[src/rtl/irq_priority_control_pkg.sv]
// rtl/irq_priority_control_pkg.sv - shared constants, state codes and priority encoder for irq_priority_control
package irq_ctl_pkg;

   typedef logic [2:0] state_t;

   localparam state_t ST_RESET  = 3'd0;
   localparam state_t ST_IDLE   = 3'd1;
   localparam state_t ST_TAKEN  = 3'd2;
   localparam state_t ST_VEC_LO = 3'd3;
   localparam state_t ST_VEC_HI = 3'd4;

   localparam logic [7:0] RESET_VEC_LO = 8'hFC;

   localparam int          DEF_NUM_IRQ      = 4;
   localparam logic [3:0]  DEF_EDGE_MASK    = 4'b0001;
   localparam logic [3:0]  DEF_NMI_MASK     = 4'b0001;
   localparam logic [31:0] DEF_VEC_LO_TABLE = {8'hF6, 8'hF8, 8'hFE, 8'hFA};
   localparam int          DEF_BRK_CHAN     = 1;

   // Index of the lowest set bit; 0 when nothing is set, so callers qualify with |v.
   function automatic logic [3:0] lowest_set(input logic [15:0] v);
      logic [3:0] idx;
      idx = 4'd0;
      for (int i = 15; i >= 0; i--) begin
         if (v[i]) idx = 4'(i);
      end
      return idx;
   endfunction

endpackage

[src/rtl/irq_priority_control_if.sv]
// rtl/irq_priority_control_if.sv - core-side handshake and vector bus of the interrupt controller
interface irq_priority_control_if;
   logic       rdy;
   logic       t0;
   logic       op_brk;
   logic       vec_cycle;
   logic       interrupt_flag;
   logic       res_g;
   logic       int_g;
   logic       brk_src;
   logic       aic_n;
   logic [7:0] vec_adl;
   logic       vec_valid;
   logic       brk_done;

   modport master (
      output rdy, t0, op_brk, vec_cycle, interrupt_flag,
      input  res_g, int_g, brk_src, aic_n, vec_adl, vec_valid, brk_done
   );

   modport slave (
      input  rdy, t0, op_brk, vec_cycle, interrupt_flag,
      output res_g, int_g, brk_src, aic_n, vec_adl, vec_valid, brk_done
   );
endinterface

[src/rtl/irq_priority_control_sync.sv]
// rtl/irq_priority_control_sync.sv - per-line 2-flop synchroniser with falling-edge detect
module irq_input_sync #(
   parameter int N = 4
) (
   input  logic         clk_1,
   input  logic         RES_N,
   input  logic [N-1:0] irq_n,
   output logic [N-1:0] level_low,
   output logic [N-1:0] fall
);

   for (genvar i = 0; i < N; i++) begin : g_ch
      logic s1, s2, s3;

      // Two metastability stages plus one history stage; idle level of the pin is high.
      always_ff @(posedge clk_1 or negedge RES_N) begin
         if (!RES_N) begin
            s1 <= 1'b1;
            s2 <= 1'b1;
            s3 <= 1'b1;
         end else begin
            s1 <= irq_n[i];
            s2 <= s1;
            s3 <= s2;
         end
      end

      // Level view taken from the history stage so both line types report on the same cycle.
      assign level_low[i] = ~s3;
      assign fall[i]      = s3 & ~s2;
   end

endmodule

[src/rtl/irq_priority_control.sv]
// rtl/irq_priority_control.sv - fixed-priority interrupt/reset/BRK vector sequencer
module irq_priority_control
   import irq_ctl_pkg::*;
#(
   parameter int                   NUM_IRQ      = DEF_NUM_IRQ,
   parameter logic [NUM_IRQ-1:0]   EDGE_MASK    = DEF_EDGE_MASK,
   parameter logic [NUM_IRQ-1:0]   NMI_MASK     = DEF_NMI_MASK,
   parameter logic [8*NUM_IRQ-1:0] VEC_LO_TABLE = DEF_VEC_LO_TABLE,
   parameter int                   BRK_CHAN     = DEF_BRK_CHAN
) (
   input  logic                                      clk_1,
   input  logic                                      RES_N,
   input  logic [NUM_IRQ-1:0]                        irq_n,
   input  logic [NUM_IRQ-1:0]                        irq_en,
   irq_priority_control_if.slave                     bus,
   output logic [$clog2(NUM_IRQ > 1 ? NUM_IRQ : 2)-1:0] active_chan,
   output logic [NUM_IRQ-1:0]                        pending
);

   localparam int AW = $clog2(NUM_IRQ > 1 ? NUM_IRQ : 2);

   state_t             state;
   logic               res_q, int_q, brk_q;
   logic [7:0]         vec_q;
   logic [AW-1:0]      act_q, next_act;
   logic [NUM_IRQ-1:0] level_low, fall, edge_pend, clr, elig, nm_elig;
   logic [3:0]         win, nm_win;
   logic               any_elig, hijack;

   irq_input_sync #(.N(NUM_IRQ)) u_sync (
      .clk_1     (clk_1),
      .RES_N     (RES_N),
      .irq_n     (irq_n),
      .level_low (level_low),
      .fall      (fall)
   );

   // Arbitration: masking is re-evaluated every cycle; hijack only considers non-maskable lines.
   always_comb begin
      pending  = (edge_pend & EDGE_MASK) | (level_low & ~EDGE_MASK);
      elig     = pending & irq_en & (NMI_MASK | {NUM_IRQ{~bus.interrupt_flag}});
      nm_elig  = elig & NMI_MASK;
      any_elig = |elig;
      win      = lowest_set(16'(elig));
      nm_win   = lowest_set(16'(nm_elig));
      hijack   = (state == ST_TAKEN) && (|nm_elig) && (nm_win < 4'(act_q));
      next_act = hijack ? AW'(nm_win) : act_q;
      clr      = '0;
      if (state == ST_VEC_HI && bus.rdy && int_q) clr[act_q] = 1'b1;
   end

   // Edge latches: a fresh edge in the service cycle outranks the clear.
   always_ff @(posedge clk_1 or negedge RES_N) begin
      if (!RES_N) edge_pend <= '0;
      else        edge_pend <= ((edge_pend & ~clr) | fall) & EDGE_MASK;
   end

   // Sequence FSM: accept at instruction boundaries, then fetch the vector in two beats.
   always_ff @(posedge clk_1 or negedge RES_N) begin
      if (!RES_N) begin
         state <= ST_RESET;
         res_q <= 1'b1;
         int_q <= 1'b0;
         brk_q <= 1'b0;
         vec_q <= 8'h00;
         act_q <= '0;
      end else if (bus.rdy) begin
         case (state)
            ST_RESET: begin
               if (bus.vec_cycle) begin
                  state <= ST_VEC_LO;
                  vec_q <= RESET_VEC_LO;
               end
            end
            ST_IDLE: begin
               if (bus.t0) begin
                  if (any_elig) begin
                     state <= ST_TAKEN;
                     int_q <= 1'b1;
                     act_q <= AW'(win);
                  end else if (bus.op_brk) begin
                     state <= ST_TAKEN;
                     brk_q <= 1'b1;
                     act_q <= AW'(BRK_CHAN);
                  end
               end
            end
            ST_TAKEN: begin
               act_q <= next_act;
               if (hijack) int_q <= 1'b1;
               if (bus.vec_cycle) begin
                  state <= ST_VEC_LO;
                  vec_q <= VEC_LO_TABLE[{next_act, 3'b000} +: 8];
               end
            end
            ST_VEC_LO: begin
               state <= ST_VEC_HI;
               vec_q <= vec_q | 8'h01;
            end
            ST_VEC_HI: begin
               state <= ST_IDLE;
               res_q <= 1'b0;
               int_q <= 1'b0;
               brk_q <= 1'b0;
            end
            default: begin
               state <= ST_IDLE;
               res_q <= 1'b0;
               int_q <= 1'b0;
               brk_q <= 1'b0;
            end
         endcase
      end
   end

   assign bus.res_g     = res_q;
   assign bus.int_g     = int_q;
   assign bus.brk_src   = brk_q;
   assign bus.aic_n     = ~(res_q | int_q);
   assign bus.vec_adl   = vec_q;
   assign bus.vec_valid = (state == ST_VEC_LO) || (state == ST_VEC_HI);
   assign bus.brk_done  = (state == ST_VEC_HI) && bus.rdy;
   assign active_chan   = act_q;

endmodule

[src/flat_wrapper.sv]
// flat-port wrapper written by rule: the top's interface ports become plain ports
module irq_priority_control_flat import irq_ctl_pkg::*;
#(
   parameter int                   NUM_IRQ      = DEF_NUM_IRQ,
   parameter logic [NUM_IRQ-1:0]   EDGE_MASK    = DEF_EDGE_MASK,
   parameter logic [NUM_IRQ-1:0]   NMI_MASK     = DEF_NMI_MASK,
   parameter logic [8*NUM_IRQ-1:0] VEC_LO_TABLE = DEF_VEC_LO_TABLE,
   parameter int                   BRK_CHAN     = DEF_BRK_CHAN
)
  (clk_1, RES_N, irq_n, irq_en, active_chan, pending, bus_rdy, bus_t0, bus_op_brk, bus_vec_cycle, bus_interrupt_flag, bus_res_g, bus_int_g, bus_brk_src, bus_aic_n, bus_vec_adl, bus_vec_valid, bus_brk_done);
  irq_priority_control_if bus_i ();
  input  logic clk_1;
  input  logic RES_N;
  input  logic [NUM_IRQ-1:0] irq_n;
  input  logic [NUM_IRQ-1:0] irq_en;
  output logic [$clog2(NUM_IRQ > 1 ? NUM_IRQ : 2)-1:0] active_chan;
  output logic [NUM_IRQ-1:0] pending;
  input wire logic [$bits(bus_i.rdy)-1:0] bus_rdy;
  input wire logic [$bits(bus_i.t0)-1:0] bus_t0;
  input wire logic [$bits(bus_i.op_brk)-1:0] bus_op_brk;
  input wire logic [$bits(bus_i.vec_cycle)-1:0] bus_vec_cycle;
  input wire logic [$bits(bus_i.interrupt_flag)-1:0] bus_interrupt_flag;
  output wire logic [$bits(bus_i.res_g)-1:0] bus_res_g;
  output wire logic [$bits(bus_i.int_g)-1:0] bus_int_g;
  output wire logic [$bits(bus_i.brk_src)-1:0] bus_brk_src;
  output wire logic [$bits(bus_i.aic_n)-1:0] bus_aic_n;
  output wire logic [$bits(bus_i.vec_adl)-1:0] bus_vec_adl;
  output wire logic [$bits(bus_i.vec_valid)-1:0] bus_vec_valid;
  output wire logic [$bits(bus_i.brk_done)-1:0] bus_brk_done;
  assign bus_i.rdy = bus_rdy;
  assign bus_i.t0 = bus_t0;
  assign bus_i.op_brk = bus_op_brk;
  assign bus_i.vec_cycle = bus_vec_cycle;
  assign bus_i.interrupt_flag = bus_interrupt_flag;
  assign bus_res_g = bus_i.res_g;
  assign bus_int_g = bus_i.int_g;
  assign bus_brk_src = bus_i.brk_src;
  assign bus_aic_n = bus_i.aic_n;
  assign bus_vec_adl = bus_i.vec_adl;
  assign bus_vec_valid = bus_i.vec_valid;
  assign bus_brk_done = bus_i.brk_done;
  irq_priority_control #(.NUM_IRQ(NUM_IRQ), .EDGE_MASK(EDGE_MASK), .NMI_MASK(NMI_MASK), .VEC_LO_TABLE(VEC_LO_TABLE), .BRK_CHAN(BRK_CHAN)) u_core (.clk_1(clk_1), .RES_N(RES_N), .irq_n(irq_n), .irq_en(irq_en), .bus(bus_i), .active_chan(active_chan), .pending(pending));
endmodule
[config.mk]
export PLATFORM = sky130hd
export DESIGN_NAME = irq_priority_control_flat
export DESIGN_NICKNAME = d
export VERILOG_FILES = /design/src/rtl/irq_priority_control_pkg.sv /design/src/rtl/irq_priority_control_if.sv /design/src/rtl/irq_priority_control_sync.sv /design/src/rtl/irq_priority_control.sv /design/src/flat_wrapper.sv
export SDC_FILE = /design/constraint.sdc
export NUM_CORES = 1
export LEC_CHECK = 0
export ABC_CLOCK_PERIOD_IN_PS = 4680
export BUFFER_PORTS_ARGS = -buffer_cell sky130_fd_sc_hd__buf_2
export CORE_MARGIN = 4
export CORE_UTILIZATION = 50
export CTS_CLUSTER_DIAMETER = 200
export DETAILED_ROUTE_END_ITERATION = 12
export GPL_TIMING_DRIVEN = 0
export PLACE_DENSITY = 0.83
export SLEW_MARGIN = 20
export SYNTH_ARGS = -nofsm -noshare
export SYNTH_HDL_FRONTEND = slang
export SYNTH_SLANG_ARGS = --single-unit
export TNS_END_PERCENT = 1
[constraint.sdc]
create_clock -name clk_1 -period 4.68 [get_ports clk_1]
set_input_delay 0.234 -clock clk_1 [delete_from_list [all_inputs] [get_ports clk_1]]
set_output_delay 0.234 -clock clk_1 [all_outputs]
set_load 0.005 [all_outputs]
Word level (Yosys, flattened, before mapping)
Cells that the tools add are included.
- $lt $le $gt $ge: 3
- shift operators: 1
- bitwise gates (word level): 18
- reductions and logical operators: 22
- eq/ne operators: 13
- multiplexer cells: 28
- operators with widths (kind ; number):
    32-bit by 6-bit indexed part select with 8-bit output (first input constant) ; 1
    8-bit case mux with 3 select lines ; 1
    2-bit two-way mux ; 8
    8-bit two-way mux ; 2
    5-bit AND reduction ; 3
    3-bit two-way mux ; 4
    4-bit AND reduction ; 3
    1-bit NOT ; 11
    2-bit != test (second input constant) ; 5
    3-bit case mux with 3 select lines ; 1
    4-bit bitwise AND ; 2
    1-bit two-way mux ; 8
    4-bit OR reduction ; 2
    3-bit by 2-bit equality test with 1-bit output (second input constant) ; 2
    2-bit by 1-bit != test with 1-bit output (second input constant) ; 3
    1-bit logical AND ; 5
    1-bit by 4-bit bitwise OR with 4-bit output ; 1
    2-bit case mux with 2 select lines ; 1
    2-bit nonzero test ; 2
    2-bit OR reduction ; 2
    3-bit by 1-bit equality test with 1-bit output (second input constant) ; 1
    3-bit equality test (second input constant) ; 1
    3-bit zero test ; 1
    2-bit by 3-bit less-than comparator with 1-bit output (second input constant) ; 1
    other kinds (12) ; 14
- register bits after elaboration: 29
- word-level logic and storage cells: 105

Depth between registers and ports, before layout
- depth in word-level cells: 11
- mapped depth: 5
- mapped depth without buffers: 4

Cells and area by module
Synthesis repeated with hierarchy kept, for this count alone.
- cells, all modules: 109
- area total of the unflattened synthesis: 1174.9 um2
- by module, submodules not included (module ; times used ; area each (um2) ; cells an instance):
    irq_priority_control ; 1 ; 789.5 ; 89
    irq_input_sync ; 1 ; 385.4 ; 20

Least setup slack after synthesis
Ideal clock, no wire load.
- path type: reg2reg
- from: register u_core.u_sync.g_ch[2].s3
- to: register u_core.int_q, in the netlist u_core.bus.int_g
- period minus slack after synthesis: 1.564 ns
- path buffers: 0
- path slack: 3.116 ns
- setup time: 0.122 ns
- data required time: 4.558 ns
- stages on the path, launching flop included: 5
- data arrival time: 1.442 ns
- cell sequence: dfstp_2 nand2b_1 a21oi_1 or4_1 a32o_1
- longest elaborated chain between the ends: 7
- ends and longest elaborated chain (item ; RTL line ; RTL):
    from (decl) ; irq_priority_control_sync.sv:13 ; logic s1, s2, s3;
    from (signal assigned) ; irq_priority_control_sync.sv:20 ; s3 <= 1'b1;
    from (signal assigned) ; irq_priority_control_sync.sv:24 ; s3 <= s2;
    1-bit NOT ; irq_priority_control_sync.sv:29 ; assign level_low[i] = ~s3;
    1-bit by 4-bit bitwise OR with 4-bit output ; irq_priority_control.sv:40 ; pending = (edge_pend & EDGE_MASK) | (level_low & ~EDGE_MASK);
    4-bit bitwise AND (2 in a row) ; irq_priority_control.sv:41 ; elig = pending & irq_en & (NMI_MASK | {NUM_IRQ{~bus.interrupt_flag}});
    4-bit OR reduction ; irq_priority_control.sv:43 ; any_elig = |elig;
    2-bit by 1-bit != test with 1-bit output (no source line) ; - ;
    5-bit AND reduction (no source line) ; - ;
    to (signal assigned) ; irq_priority_control.sv:63 ; int_q <= 1'b0;
    to (signal assigned) ; irq_priority_control.sv:79 ; int_q <= 1'b1;
    to (signal assigned) ; irq_priority_control.sv:90 ; if (hijack) int_q <= 1'b1;
    to (decl) ; irq_priority_control.sv:23 ; logic res_q, int_q, brk_q;
No other way between the ends.
A chain may end at the register's enable or synchronous reset.

Final worst setup path
- from: register u_core.state[2]
- to: output bus_vec_valid
- longest elaborated chain between the ends: 2
- elaborated cells between the ends (all ways): 3
- those cells by class: eq/ne: 2; reduce/logical: 1
- ends and longest elaborated chain (item ; RTL line ; RTL):
    from (decl) ; irq_priority_control.sv:22 ; state_t state;
    from (signal assigned) ; irq_priority_control.sv:61 ; state <= ST_RESET;
    from (signal assigned) ; irq_priority_control.sv:71 ; state <= ST_VEC_LO;
    from (signal assigned) ; irq_priority_control.sv:78 ; state <= ST_TAKEN;
    3-bit by 2-bit equality test with 1-bit output or 3-bit equality test (tied branches) ; irq_priority_control.sv:121 ; assign bus.vec_valid = (state == ST_VEC_LO) || (state == ST_VEC_HI);
    1-bit logical OR (*) ; irq_priority_control.sv:121 ;
    to (decl) ; flat_wrapper.sv:28 ; output wire logic [$bits(bus_i.vec_valid)-1:0] bus_vec_valid;
Every way passes the cells marked *; elsewhere a longest branch is shown, timed or not.

==> results.md <==
* Status: finished, final reports clean
* Core Rows at 16
* Synth Area per Inst at 10.9 sq um
* Clock slew at reported path FFs at 0.14 ns
* Crit path DAT at 1.59 ns
* Sequential area share after synthesis at 0.608
* First-pass GRT wire length at 3680 um
* Placed cell area at 1300 sq um
* Max VDD drop at 0.000341 V
* Comb pwr share at 0.330
* Area leader, netlist: dfstp_2
* Unrepaired setup endpoints after global routing: no
* HP Start: bus_rdy
* Syn Nets at 116
* Sequential share of power at 0.472
* Final ANT Viol Nets at 0
* Max-slew headroom at 0.644
* CP cell instances: clkbuf_1 > inv_1 > or3_1 > o21ai_1 > buf_2
* H-tree Lvls at 1
* Clock Latency Late Sink at 0.32 ns
* Initial Util at 0.543
* DRT met1 WL at 996 um
* Top layer in use: met4
* DR WL met2 at 1090 um
* Post-Layout Inst Area at 1400 sq um
* CP max FO at 10
* Actual slew at the worst max-slew pin at 0.533 ns
* CTS tree: built
* Total Wirelength at 2250 um
* Die X at 54.8 um
* CP Capture Type: output pin
* Area growth from synthesis to layout at 27.5%
* Post-synth top cells: dfrtp_1, dfstp_2, nor2_1
* Yosys cell types at 32
* Post-Synthesis Cells at 101
* Critical path class: reg2out
* Worst EP required at 4.45 ns
* Endpoints failing setup at 0
* Max-cap violations at 0
* Root Driver: clkbuf_4
* Die height at 54.8 um
* Die Area at 3010 sq um
* Number of global-route vias before repair at 817
* Initial antenna violation count at 0
* Min Clock Period, post-route at 1.83 ns
* WL/cell at 13.1 um
* TritonRoute pass-1 iters at 4
* Cell Count Post-Placement at 162
* Gr usage total at 0.173
* Slew Limit Fails at 0
* Reg2Reg Launch Point: u_core.state[2]
* Startpoint type of the worst setup path: flop
* EDFF count, synth at 0
* Finished Layout Cells at 171
* Hold WC Path Type: in2reg
* Vias at 912
* Core box area at 2020 sq um
* Layout net count at 160
* Post-route DRC violation count at 0
* Hold path depth at 2
* I/O pins at 35
* YS warnings at 0
* Clock group share of total power at 0.199
* R2R depth at 5
* Mapped cell area at 1100 sq um
* Crit path largest cell delay at 0.38 ns
* Post-CTS resize count at 0
* Switching share of power at 0.339
* Fin crit share at 0.390
* Metal3 WL at 135 um
* Number of buffers created by CTS at 3
* Skew final at 0.00155 ns
* Power per cell area at 473 nW/um^2
* NetSw at 0.000224 W
* Share of Yosys cell area claimed by the top area cell type at 0.311
* Max Clk Rate at 548 MHz
* Grt ovf at 0
* Int Power at 0.000437 W
* I/O Buffers at 34
* Setup_tns at 0 ns
* WHS Endpoint: u_core.state[2]
* Lkg Pwr at 0.628 nW
* Worst reg-to-reg setup slack at 2.94 ns
* DRT iter0 DRCs at 11
* Longest Clk Path Bufs at 2
* Share of cells above drive strength 1 at 0.375
* Clock sinks at 26
* Final hold vios at 0
* Slowest cell on the critical path: dfrtp_1
* Global placer's final weighted congestion at 0.894
* Detailed placement HPWL at 1670 um
* Reg-to-Reg End: u_core.active_chan[1]
* Largest net degree at the start of global routing at 27
* Async SR Flop Fraction at 1.00
* Flops & latches, synth at 26
* Vias per inst at 5.33
* Top post-synthesis cells by area: dfstp_2, dfrtp_1, nor2_1
* Main flop type after synthesis: dfstp_2
* ANT cells at 0
power groups by stage:
stage,logic (W),clock network [W],registers (W)
after floorplan,0.000134,0,0.000310
after global placement,0.000206,0,0.000312
after detailed placement,0.000213,0,0.000314
after CTS,0.000217,0.000134,0.000311
after global routing,0.000247,0.000148,0.000318
final,0.000218,0.000131,0.000312
sequential cells by signal (all words and copies together), names as in the netlist:
signal,cells
u_core.active_chan,2
u_core.u_sync.g_ch.s2,4
u_core.bus.int_g,1
u_core.u_sync.g_ch.s1,4
u_core.bus.res_g,1
u_core.state,3
u_core.bus.brk_src,1
u_core.bus.vec_adl,5
u_core.u_sync.g_ch.s3,4
u_core.edge_pend,1
placed cells by master, fill, tap and decap left out, types with 2 or more instances in the layout:
master and n:
or3_1 3, buf_2 34, a32o_1 2, nand2_1 6
clkbuf_1 3, o21ai_1 4, buf_4 3, dlygate4sd3_1 5
nand3b_1 3, clkbuf_4 3, a21oi_1 4, a22o_1 2
a31oi_1 2, nand4_1 2, o21ai_0 4, nand3_1 3
nor2b_1 3, nor2_1 9, inv_1 5, nand2b_1 4
dfstp_2 13, dfrtp_1 13
worst max-delay path: cells and delay by family (launching register included):
kind	cells	cell delay (ns)
compound gates	1	0.07
buf+inv	3	0.52
flops	1	0.38
simple gates	1	0.31
cell families (layout without fill, tap and decap cells):
| family | after synthesis | after routing | synth area share |
|---|---|---|---|
| buf+inv | 11 | 54 | 0.0479 |
| simple gates | 40 | 40 | 0.198 |
| compound gates | 24 | 24 | 0.146 |
| flops | 26 | 26 | 0.608 |
final cells by class:
cell class	instances	area [sq um]
Tap cell	27	33.8
Inverter	5	18.8
Multi-Input combinational cell	64	378
Clock buffer	4	47.5
Sequential cell	26	667
Timing Repair Buffer	39	220
Buffer	6	33.8
Fill cell	150	623
what timing repair did:
item / CTS / global route
hold endpoints to repair: 17 / 0
hold buffers: 5 / 0
buffers inserted: 0 / 0
layer usage:
layer | GRT usage | up-vias
li1 | - | 445
met1 | 0.224 | 437
met2 | 0.283 | 26
met3 | 0.0409 | 4
met4 | 0.0581 | 0
met5 | 0 | -
worst max-delay path by stage:
stage / from / end / slack (ns) / cells after the start
after floorplan: u_core.u_sync.g_ch[2].s3 / u_core.bus.int_g / 3.12 / 4
after global placement: u_core.u_sync.g_ch[2].s3 / u_core.bus.int_g / 3.03 / 4
after detailed placement: u_core.state[2] / u_core.active_chan[1] / 3.00 / 5
after CTS: u_core.state[2] / bus_vec_valid / 2.87 / 5
after global routing: u_core.state[2] / bus_vec_valid / 2.72 / 5
final: u_core.state[2] / bus_vec_valid / 2.85 / 5
stage by stage:
stage,setup slack (ns),utilization,total power (W),hold WS [ns]
final,2.85,0.692,0.000662,0.179
after global routing,2.72,0.692,0.000713,0.188
after CTS,2.87,0.692,0.000662,0.180
after detailed placement,3.00,0.644,0.000527,0.256
after global placement,3.03,0.644,0.000518,0.247
after floorplan,3.12,-,0.000444,-0.0616
Power figures use the tool's default switching activity.
